==> src/rtl/fetch_pkg.sv <==
// Shared types and sizing for the byte-serial fetch stage.
// No logic here; latency and backpressure belong to the modules that import it.
package fetch_pkg;

  typedef enum logic [1:0] {
    IDLE  = 2'd0,
    FETCH = 2'd1,
    HOLD  = 2'd2
  } fetch_state_t;

  localparam int BYTES_PER_WORD = 4;
  localparam int BYTE_IDX_W     = 2;
  localparam int BYTE_W         = 8;
  localparam int WORD_W         = BYTES_PER_WORD * BYTE_W;

  localparam logic [BYTE_IDX_W-1:0] LAST_IDX = BYTE_IDX_W'(BYTES_PER_WORD - 1);

  // Bit offset of a byte lane inside the little-endian word.
  function automatic logic [4:0] lane_base(input logic [BYTE_IDX_W-1:0] lane);
    return {lane, 3'b000};
  endfunction

endpackage

==> src/rtl/fetch_word_assembler.sv <==
// 32-bit byte-lane register: one byte written per cycle into the selected lane.
// Write lands at the next edge; clear beats write; no backpressure of its own.
module fetch_word_assembler
  import fetch_pkg::*;
(
  input  logic                  i_clk,
  input  logic                  i_rst,
  input  logic [BYTE_W-1:0]     i_byte,
  input  logic [BYTE_IDX_W-1:0] i_lane,
  input  logic                  i_wr,
  input  logic                  i_clr,
  output logic [WORD_W-1:0]     o_word
);

  logic [WORD_W-1:0] word_d;
  logic [WORD_W-1:0] word_q;

  always_comb begin
    word_d = word_q;
    if (i_clr) begin
      word_d = '0;
    end else if (i_wr) begin
      word_d[lane_base(i_lane) +: BYTE_W] = i_byte;
    end
  end

  always_ff @(posedge i_clk or posedge i_rst) begin
    if (i_rst) begin
      word_q <= '0;
    end else begin
      word_q <= word_d;
    end
  end

  assign o_word = word_q;

endmodule

==> src/rtl/fetch_sequencer.sv <==
// PC + byte-serial fetch FSM; word valid 4 cycles after start; word held stable until i_insReady.
// Optional FETCH_FAULT_EN: out-of-range fetch start raises sticky o_fault instead of wrapping.
module fetch_sequencer
  import fetch_pkg::*;
#(
  parameter int unsigned RESET_PC  = 0,
  parameter int          ADDR_W    = 32,
  parameter int          MEM_BYTES = 128
) (
  input  logic              i_clk,
  input  logic              i_rst,
  input  logic              i_en,
  input  logic              i_redirect,
  input  logic [ADDR_W-1:0] i_target,
  input  logic [7:0]        i_memByte,
  output logic [ADDR_W-1:0] o_memAdd,
  output logic              o_memEn,
  output logic [31:0]       o_ins,
  output logic              o_insValid,
  input  logic              i_insReady,
`ifdef FETCH_FAULT_EN
  output logic              o_fault,
`endif
  output logic [ADDR_W-1:0] o_pc
);

  localparam logic [ADDR_W-1:0] PC_RST = ADDR_W'(RESET_PC);
  localparam logic [ADDR_W-1:0] PC_INC = ADDR_W'(BYTES_PER_WORD);

  fetch_state_t           state_d, state_q;
  logic [ADDR_W-1:0]      pc_d, pc_q;
  logic [BYTE_IDX_W-1:0]  idx_d, idx_q;
  logic                   asm_wr;
  logic                   asm_clr;
  logic                   start_req;
  logic [ADDR_W-1:0]      start_pc;
  logic [ADDR_W-1:0]      target_aligned;

  assign target_aligned = i_target & ~ADDR_W'(3);

`ifdef FETCH_FAULT_EN
  localparam logic [ADDR_W-1:0] LAST_WORD = ADDR_W'(MEM_BYTES - BYTES_PER_WORD);
  logic fault_d, fault_q;
`endif

  always_comb begin
    state_d   = state_q;
    pc_d      = pc_q;
    idx_d     = idx_q;
    asm_wr    = 1'b0;
    asm_clr   = 1'b0;
    start_req = 1'b0;
    start_pc  = pc_q;
`ifdef FETCH_FAULT_EN
    fault_d   = fault_q;
`endif

    unique case (state_q)
      IDLE: begin
        start_req = i_en;
      end
      FETCH: begin
        asm_wr = 1'b1;
        idx_d  = idx_q + 1'b1;
        if (idx_q == LAST_IDX) begin
          state_d = HOLD;
        end
      end
      HOLD: begin
        if (i_insReady) begin
          pc_d      = pc_q + PC_INC;
          start_pc  = pc_q + PC_INC;
          state_d   = IDLE;
          start_req = i_en;
        end
      end
      default: begin
        state_d = IDLE;
      end
    endcase

    // Redirect overrides everything above, including a same-cycle HOLD transfer's pc + 4.
    if (i_redirect) begin
      pc_d      = target_aligned;
      start_pc  = target_aligned;
      idx_d     = '0;
      asm_wr    = 1'b0;
      asm_clr   = 1'b1;
      state_d   = IDLE;
      start_req = i_en;
`ifdef FETCH_FAULT_EN
      fault_d   = 1'b0;
`endif
    end

    if (start_req) begin
      idx_d = '0;
`ifdef FETCH_FAULT_EN
      if (start_pc > LAST_WORD) begin
        fault_d = 1'b1;
      end else begin
        state_d = FETCH;
      end
`else
      state_d = FETCH;
`endif
    end
  end

  always_ff @(posedge i_clk or posedge i_rst) begin
    if (i_rst) begin
      state_q <= IDLE;
      pc_q    <= PC_RST;
      idx_q   <= '0;
    end else begin
      state_q <= state_d;
      pc_q    <= pc_d;
      idx_q   <= idx_d;
    end
  end

`ifdef FETCH_FAULT_EN
  always_ff @(posedge i_clk or posedge i_rst) begin
    if (i_rst) begin
      fault_q <= 1'b0;
    end else begin
      fault_q <= fault_d;
    end
  end

  assign o_fault  = fault_q;
  assign o_memAdd = pc_q + ADDR_W'(idx_q);
`else
  localparam logic [ADDR_W-1:0] MEM_SIZE = ADDR_W'(MEM_BYTES);

  assign o_memAdd = (pc_q + ADDR_W'(idx_q)) % MEM_SIZE;
`endif

  fetch_word_assembler u_asm (
    .i_clk  (i_clk),
    .i_rst  (i_rst),
    .i_byte (i_memByte),
    .i_lane (idx_q),
    .i_wr   (asm_wr),
    .i_clr  (asm_clr),
    .o_word (o_ins)
  );

  assign o_memEn    = (state_q == FETCH);
  assign o_insValid = (state_q == HOLD);
  assign o_pc       = pc_q;

endmodule
==> config.mk <==
export PLATFORM = sky130hd
export DESIGN_NAME = fetch_sequencer
export DESIGN_NICKNAME = d
export VERILOG_FILES = /design/src/rtl/fetch_pkg.sv /design/src/rtl/fetch_word_assembler.sv /design/src/rtl/fetch_sequencer.sv
export SDC_FILE = /design/constraint.sdc
export NUM_CORES = 1
export LEC_CHECK = 0
export BUFFER_PORTS_ARGS = -buffer_cell sky130_fd_sc_hd__buf_2
export CORE_MARGIN = 1.5
export CORE_UTILIZATION = 45
export CTS_CLUSTER_DIAMETER = 40
export DETAILED_ROUTE_END_ITERATION = 10
export PLACE_DENSITY_LB_ADDON = 0.15
export SLEW_MARGIN = 30
export SYNTH_ARGS = -nofsm -noshare
export SYNTH_HDL_FRONTEND = slang
export SYNTH_HIERARCHICAL = 1
export SYNTH_SLANG_ARGS = --single-unit
==> constraint.sdc <==
create_clock -name i_clk -period 5.49 [get_ports i_clk]
set_input_delay 0.2745 -clock i_clk [delete_from_list [all_inputs] [get_ports i_clk]]
set_output_delay 0.2745 -clock i_clk [all_outputs]
set_load 0.02 [all_outputs]
==> results of run 1 <==
[placed cells by master, fill, tap and decap left out, types with 3 or more instances in the layout]
cell type and n:
a21oi_1 5, a22oi_1 4, a31oi_1 7, a32o_1 23, and2_1 11, and4_1 6, buf_2 113, buf_4 4
clkbuf_8 10, conb_1 28, dfrtp_1 66, ha_1 8, inv_1 18, nand2_1 34, nand3_1 22, nand4_1 15
nor2_1 18, nor2b_1 8, nor3_1 8, nor4_1 4, o21ai_0 15, o311ai_0 3, o31ai_1 9, o32ai_2 8
or4_1 6, xnor2_1 10, xor2_1 4
[routing by layer]
layer  global-route usage, %  vias to the layer above  share of wire (%)
met5                       0                        -                  0
met3                    4.31                       10                5.5
met4                    7.35                        0                1.3
met1                    29.7                     1674                 44
met2                    37.3                       95                 49
li1                        -                     1622                  -
[worst reg2reg max path, stage by stage (launching register included)]
cell      delay, ns
dfrtp_1        0.42
inv_1          0.10
nor3_1         0.63
nor4bb_2       0.82
buf_4          0.29
a32o_1         0.18
[through the flow]
step / utilization [%] / setup WS, ns / area, µm² / cells
after floorplan: - / 3.25 / 3960 / 425
after global placement: 53.0 / 2.85 / 4370 / 595
after detailed placement: 53.0 / 2.81 / 4370 / 595
after CTS: 55.3 / 2.99 / 4570 / 610
after global routing: 55.4 / 2.80 / 4570 / 610
final: 55.4 / 2.98 / 4570 / 610
[worst paths after layout]
| kind | to | start | cells after the start |
|---|---|---|---|
| worst min register to register | u_asm/o_word[6]$_DFFE_PP0P_ | u_asm/o_word[6]$_DFFE_PP0P_ | 1 |
| max in group asynchronous | o_pc[11]$_DFFE_PP0P_ | i_rst | 3 |
| worst min-delay path | u_asm/o_word[1]$_DFFE_PP0P_ | i_rst | 3 |
| worst max register to register | u_asm/o_word[9]$_DFFE_PP0P_ | state_q[0]$_DFFE_PP0P_ | 5 |
| worst max-delay path | u_asm/o_word[9]$_DFFE_PP0P_ | state_q[0]$_DFFE_PP0P_ | 5 |
| min in group i_clk | o_pc[8]$_DFFE_PP0P_ | i_target[8] | 3 |
[power by group]
group	total (mW)	internal [mW]	switching (mW)	leakage, nW
logic	0.256	0.0877	0.168	1.18
registers	0.555	0.514	0.0404	0.847
clock network	0.408	0.218	0.190	0.0941
total	1.22	0.820	0.399	2.12
[cell families after synthesis]
| kind of cell | share of synthesized area (%) |
|---|---|
| and+or+nand+nor | 21.2 |
| AOI/OAI and AO/OA | 19.2 |
| buffers and inverters | 10.1 |
| DFF | 42.8 |
| xor gates and xnor gates | 3.18 |
| adders and majority gates | 2.60 |
| muxes | 0.811 |
| other | 0.0972 |
[flip-flops by register name, indices dropped and copies added (netlist names)]
name          count
u_asm/o_word     32
o_pc             30
idx_q             2
state_q           2
[layout make-up]
type	count	area (µm²)	area share [%]
clock buffers	10	138	3.01
clock inverters	5	55.1	1.20
inverters	19	71.3	1.56
multi-input cells	288	1930	42.2
flip-flops and latches	66	1650	36.1
well taps	105	131	2.87
repair buffers	117	596	13.0
==> metrics.txt, run 1 <==
setup TNS=0 ns; leakage=2.12 nW; final setup fails=0; Post-synth ARST share=100%; outcome=finished clean; post-synth top area cell=dfrtp_1; starting density of the core=between 40 and 50%; Rows=33; Max Clk Rate=around 400 MHz; Seq/Total Area, Yosys=42.8%; Post-DP HPWL=7.09 mm; Worst-path clk slew=about 0.080 ns; antenna-violating nets left=0; initial antenna violation count=0; vias in the first global route=3101; synth unique cells=54; crit path capture type=flip-flop; Root Driver=clkbuf_8; Post-synth EDFFs=0; Crit path max-delay family=simple AND/OR/NAND/NOR gates; CP arrival=between 2 and 3 ns; Total Power=approximately 1.2 mW; die footprint=just over 9000 µm²; most frequent cell after synthesis=dfrtp_1; crit path kind=reg -> reg; Synth warnings=6; Mapped Cells=between 300 and 400; Routed WL=roughly 10 mm; via count=3401; Total GRT Usage=a little under a quarter; synthesized area=roughly 3900 µm²; Startpoint Class=flip-flop; Worst Skew=0.00708 ns; largest net degree at the start of global routing=65; DRC=0; placer congestion estimate=roughly 0.78; main flop type after synthesis=dfrtp_1; Hold Buf Count CTS=0; CTS buffer count=9; Worst Max-Slew Pin Slew=0.859 ns; Wirelength per Cell=about 16 µm; pwr dens=between 200 and 300 nW/µm²; total gr overflow=0; clock net sink count=66; synth top area cells=dfrtp_1 (43%), a32o_1 (6.0%), buf_4 (5.6%); drt initial violations=133; critical path's slowest cell=nor4bb_2; Worst EP required=slightly below 6 ns; FILL cells=807; layout cells sized above 1=29.1%; max cap viols=0; CTS tree=built; endpoints failing hold=0; CTS Buffer Depth=2; Max VDD drop=0.158 mV; Final Critical Period=2.51 ns; Slew Limit Fails=0; PortBufs=between 100 and 150; worst hold slack=around 0.0092 ns; area growth from synthesis to layout=18.6%; crit share post-route=45.7%; Ports=143; Hold Path Class=in -> async; share of the synthesized area in the top cell type=42.8%; first-pass GRT wire length=15.8 mm; setup bufs post-CTS=0; Max H-tree Level=3; Max stage delay on crit path=0.82 ns; Layout Nets=554; first-pass iteration count of the detailed router=4; Slew HR=41.9%; worst skew pair latency=between 0.3 and 0.4 ns; crit-path cells=inv_1 -> nor3_1 -> nor4bb_2 -> buf_4 -> a32o_1; RSZ-0062 raised after global routing=no; Syn Area/Cell=9.69 µm²; total core area=8260 µm²; Post-synth top cells=dfrtp_1 (66), nand2_1 (34), buf_4 (29), a32o_1 (23), nand3_1 (22); critical path buffer and inverter count=2; Die Span X=95.6 µm; Yosys reg bits=66; die height=95.6 µm; reg2reg setup slack=2.98 ns; diode count=0; CP Max Fanout=9; vias per cell=approximately 5.6; Post-CTS Resized=0
(Power assumes the default switching activity.)
==> run 2: changes to the inputs <==
Clock period 5.49 ns to 2.17 ns, I/O delays scaled along.
==> run 2 against run 1 <==
Net effect: setup slack worse by 2.9 ns; via count is 3.1% higher; core utilization up 3.3 points; die area did not move; largest power group unchanged.
==> metrics.txt, run 2 (same netlist as run 1, synthesis figures left out) <==
most frequent cells in the layout=buf_2 (113), dfrtp_1 (64), nand2_1 (34); Max VDD drop=0.282 mV (+79%); placer congestion estimate=0.779 (-0.61%); Crit path max-delay family=simple AND/OR/NAND/NOR gates; pwr dens=649 nW/µm² (+140%); critical path's slowest cell=or4_4; crit path capture type=flip-flop; Rows=33 (unchanged); worst hold slack=0.00239 ns (-0.00677 ns); via count=3508 (+3.1%); first-pass iteration count of the detailed router=4 (unchanged); first-pass GRT wire length=16.0 mm (+1.5%); FILL cells=763 (-5.5%); Wirelength per Cell=16.0 µm (-1.9%); starting density of the core=46.7% (unchanged); final setup fails=0 (unchanged); crit share post-route=95.0% (+49 points); total core area=8260 µm² (unchanged); dpl cells=613 (+3.0%); die height=95.6 µm (unchanged); crit path kind=reg -> reg; setup TNS=0 ns (unchanged); fin util=58.7% (+3.3 points); CTS buffer count=9 (unchanged); Root Driver=clkbuf_8; outcome=finished clean; vias per cell=5.46 (-2.1%); leakage=2.27 nW (+7.0%); leading cell type in the layout, fill and taps excluded=buf_2; CTS tree=built; vias in the first global route=3229 (+4.1%); CTS Buffer Depth=2 (unchanged); Routed WL=10.3 mm (+3.4%); Ports=143 (unchanged); worst skew pair latency=0.34 ns (about the same); endpoints failing hold=0 (unchanged); clock net sink count=66 (unchanged); met2 wire len=5.05 mm (+2.8%); Final Critical Period=2.06 ns (-0.445 ns); max reg flops=32 (unchanged); uppermost routed layer=met4; Startpoint Class=flip-flop; Worst Max-Slew Pin Slew=0.694 ns (-0.165 ns); pre-CTS WS=0.0583 ns (-2.75 ns); Total GRT Usage=22.8% (+0.23 points); layout cells sized above 1=31.4% (+2.3 points); RSZ-0062 raised after global routing=no; CP Max Fanout=13 (+4); Setup WS post-layout=0.108 ns (-2.88 ns); Layout Nets=587 (+6.0%); routed length on met3=595 µm (+9.2%); critical path buffer and inverter count=1 (-1); Worst EP required=2.45 ns (-3.32 ns); Post-DP HPWL=7.50 mm (+5.8%); area growth from synthesis to layout=25.7%; antenna-violating nets left=0 (unchanged); Slew HR=53.7% (+12 points); drt initial violations=133 (unchanged); Worst-path clk slew=0.08 ns (about the same); Die Span X=95.6 µm (unchanged); initial antenna violation count=0 (unchanged); die footprint=9130 µm² (unchanged); crit-path cells=nand3b_4 -> or4_4 -> buf_4 -> or4_1 -> nand3_1; total gr overflow=0 (unchanged); Worst Skew=0.00645 ns (-0.000632 ns); Max Clk Rate=485 MHz (+22%); Slew Limit Fails=0 (unchanged); Metal-1 WL=4.56 mm (+4.2%); Finished Layout Cells=643 (+5.4%); Max H-tree Level=3 (unchanged); max cap viols=0 (unchanged); CP arrival=2.34 ns (-0.44 ns); largest net degree at the start of global routing=39 (-40%); diode count=0 (unchanged); Max stage delay on crit path=0.65 ns (-0.17 ns); Hold Path Class=in -> reg; DRC=0 (unchanged); PortBufs=113 (unchanged)
[run 2: cell count changes in the layout (fill, tap and decap cells not counted), sizes merged]
cell and change:
dlygate4sd3 +13, buf +20
[run 2: worst paths after layout]
kind                       slack, ns                     endpoint  cells after the start                   startpoint
max reg2reg                     0.11         o_pc[22]$_DFFE_PP0P_                      5       state_q[0]$_DFFE_PP0P_
min                            0.002          o_pc[5]$_DFFE_PP0P_                      2                  i_target[5]
min in group asynchronous       0.34       state_q[1]$_DFFE_PP0P_                      3                        i_rst
min reg2reg                     0.49  u_asm/o_word[7]$_DFFE_PP0P_                      1  u_asm/o_word[7]$_DFFE_PP0P_
max in group asynchronous       1.30         o_pc[12]$_DFFE_PP0P_                      4                        i_rst
max                             0.11         o_pc[22]$_DFFE_PP0P_                      5       state_q[0]$_DFFE_PP0P_
[run 2: cell type report]
cell class,instances,area (µm²),area share [%]
flip-flops and latches,66,1650,34.1
clock inverters,5,55.1,1.14
clock buffers,10,138,2.84
repair buffers,150,876,18.1
well taps,105,131,2.71
multi-input cells,288,1920,39.7
inverters,19,71.3,1.47
[run 2: per-layer routing]
metal / global-route usage [%] / up-vias
met5: 0 / -
met4: 6.62 / 0
met3: 4.07 / 10
met2: 38.6 / 110
met1: 29.7 / 1692
li1: - / 1696
[run 2: power by group]
part / switching [mW] / total, mW / leakage, nW / internal [mW]
Clock: 0.490 / 1.04 / 0.0941 / 0.551
Combinational: 0.460 / 0.721 / 1.33 / 0.261
Sequential: 0.0803 / 1.38 / 0.844 / 1.30
[run 2: through the flow]
step / power [mW] / instance area (µm²)
finish: 3.14 / 4850
global route: 3.28 / 4850
CTS: 3.16 / 4830
detailed placement: 2.11 / 4510
global placement: 2.09 / 4510
floorplan: 1.89 / 3960
[run 2: what timing repair did]
action / 4_1_cts / 5_1_grt
resized for setup: 0 / 0
setup buffers: 0 / 2
setup endpoints to repair: 0 / 2
hold endpoints to repair: 63 / 0
hold buffers: 13 / 0
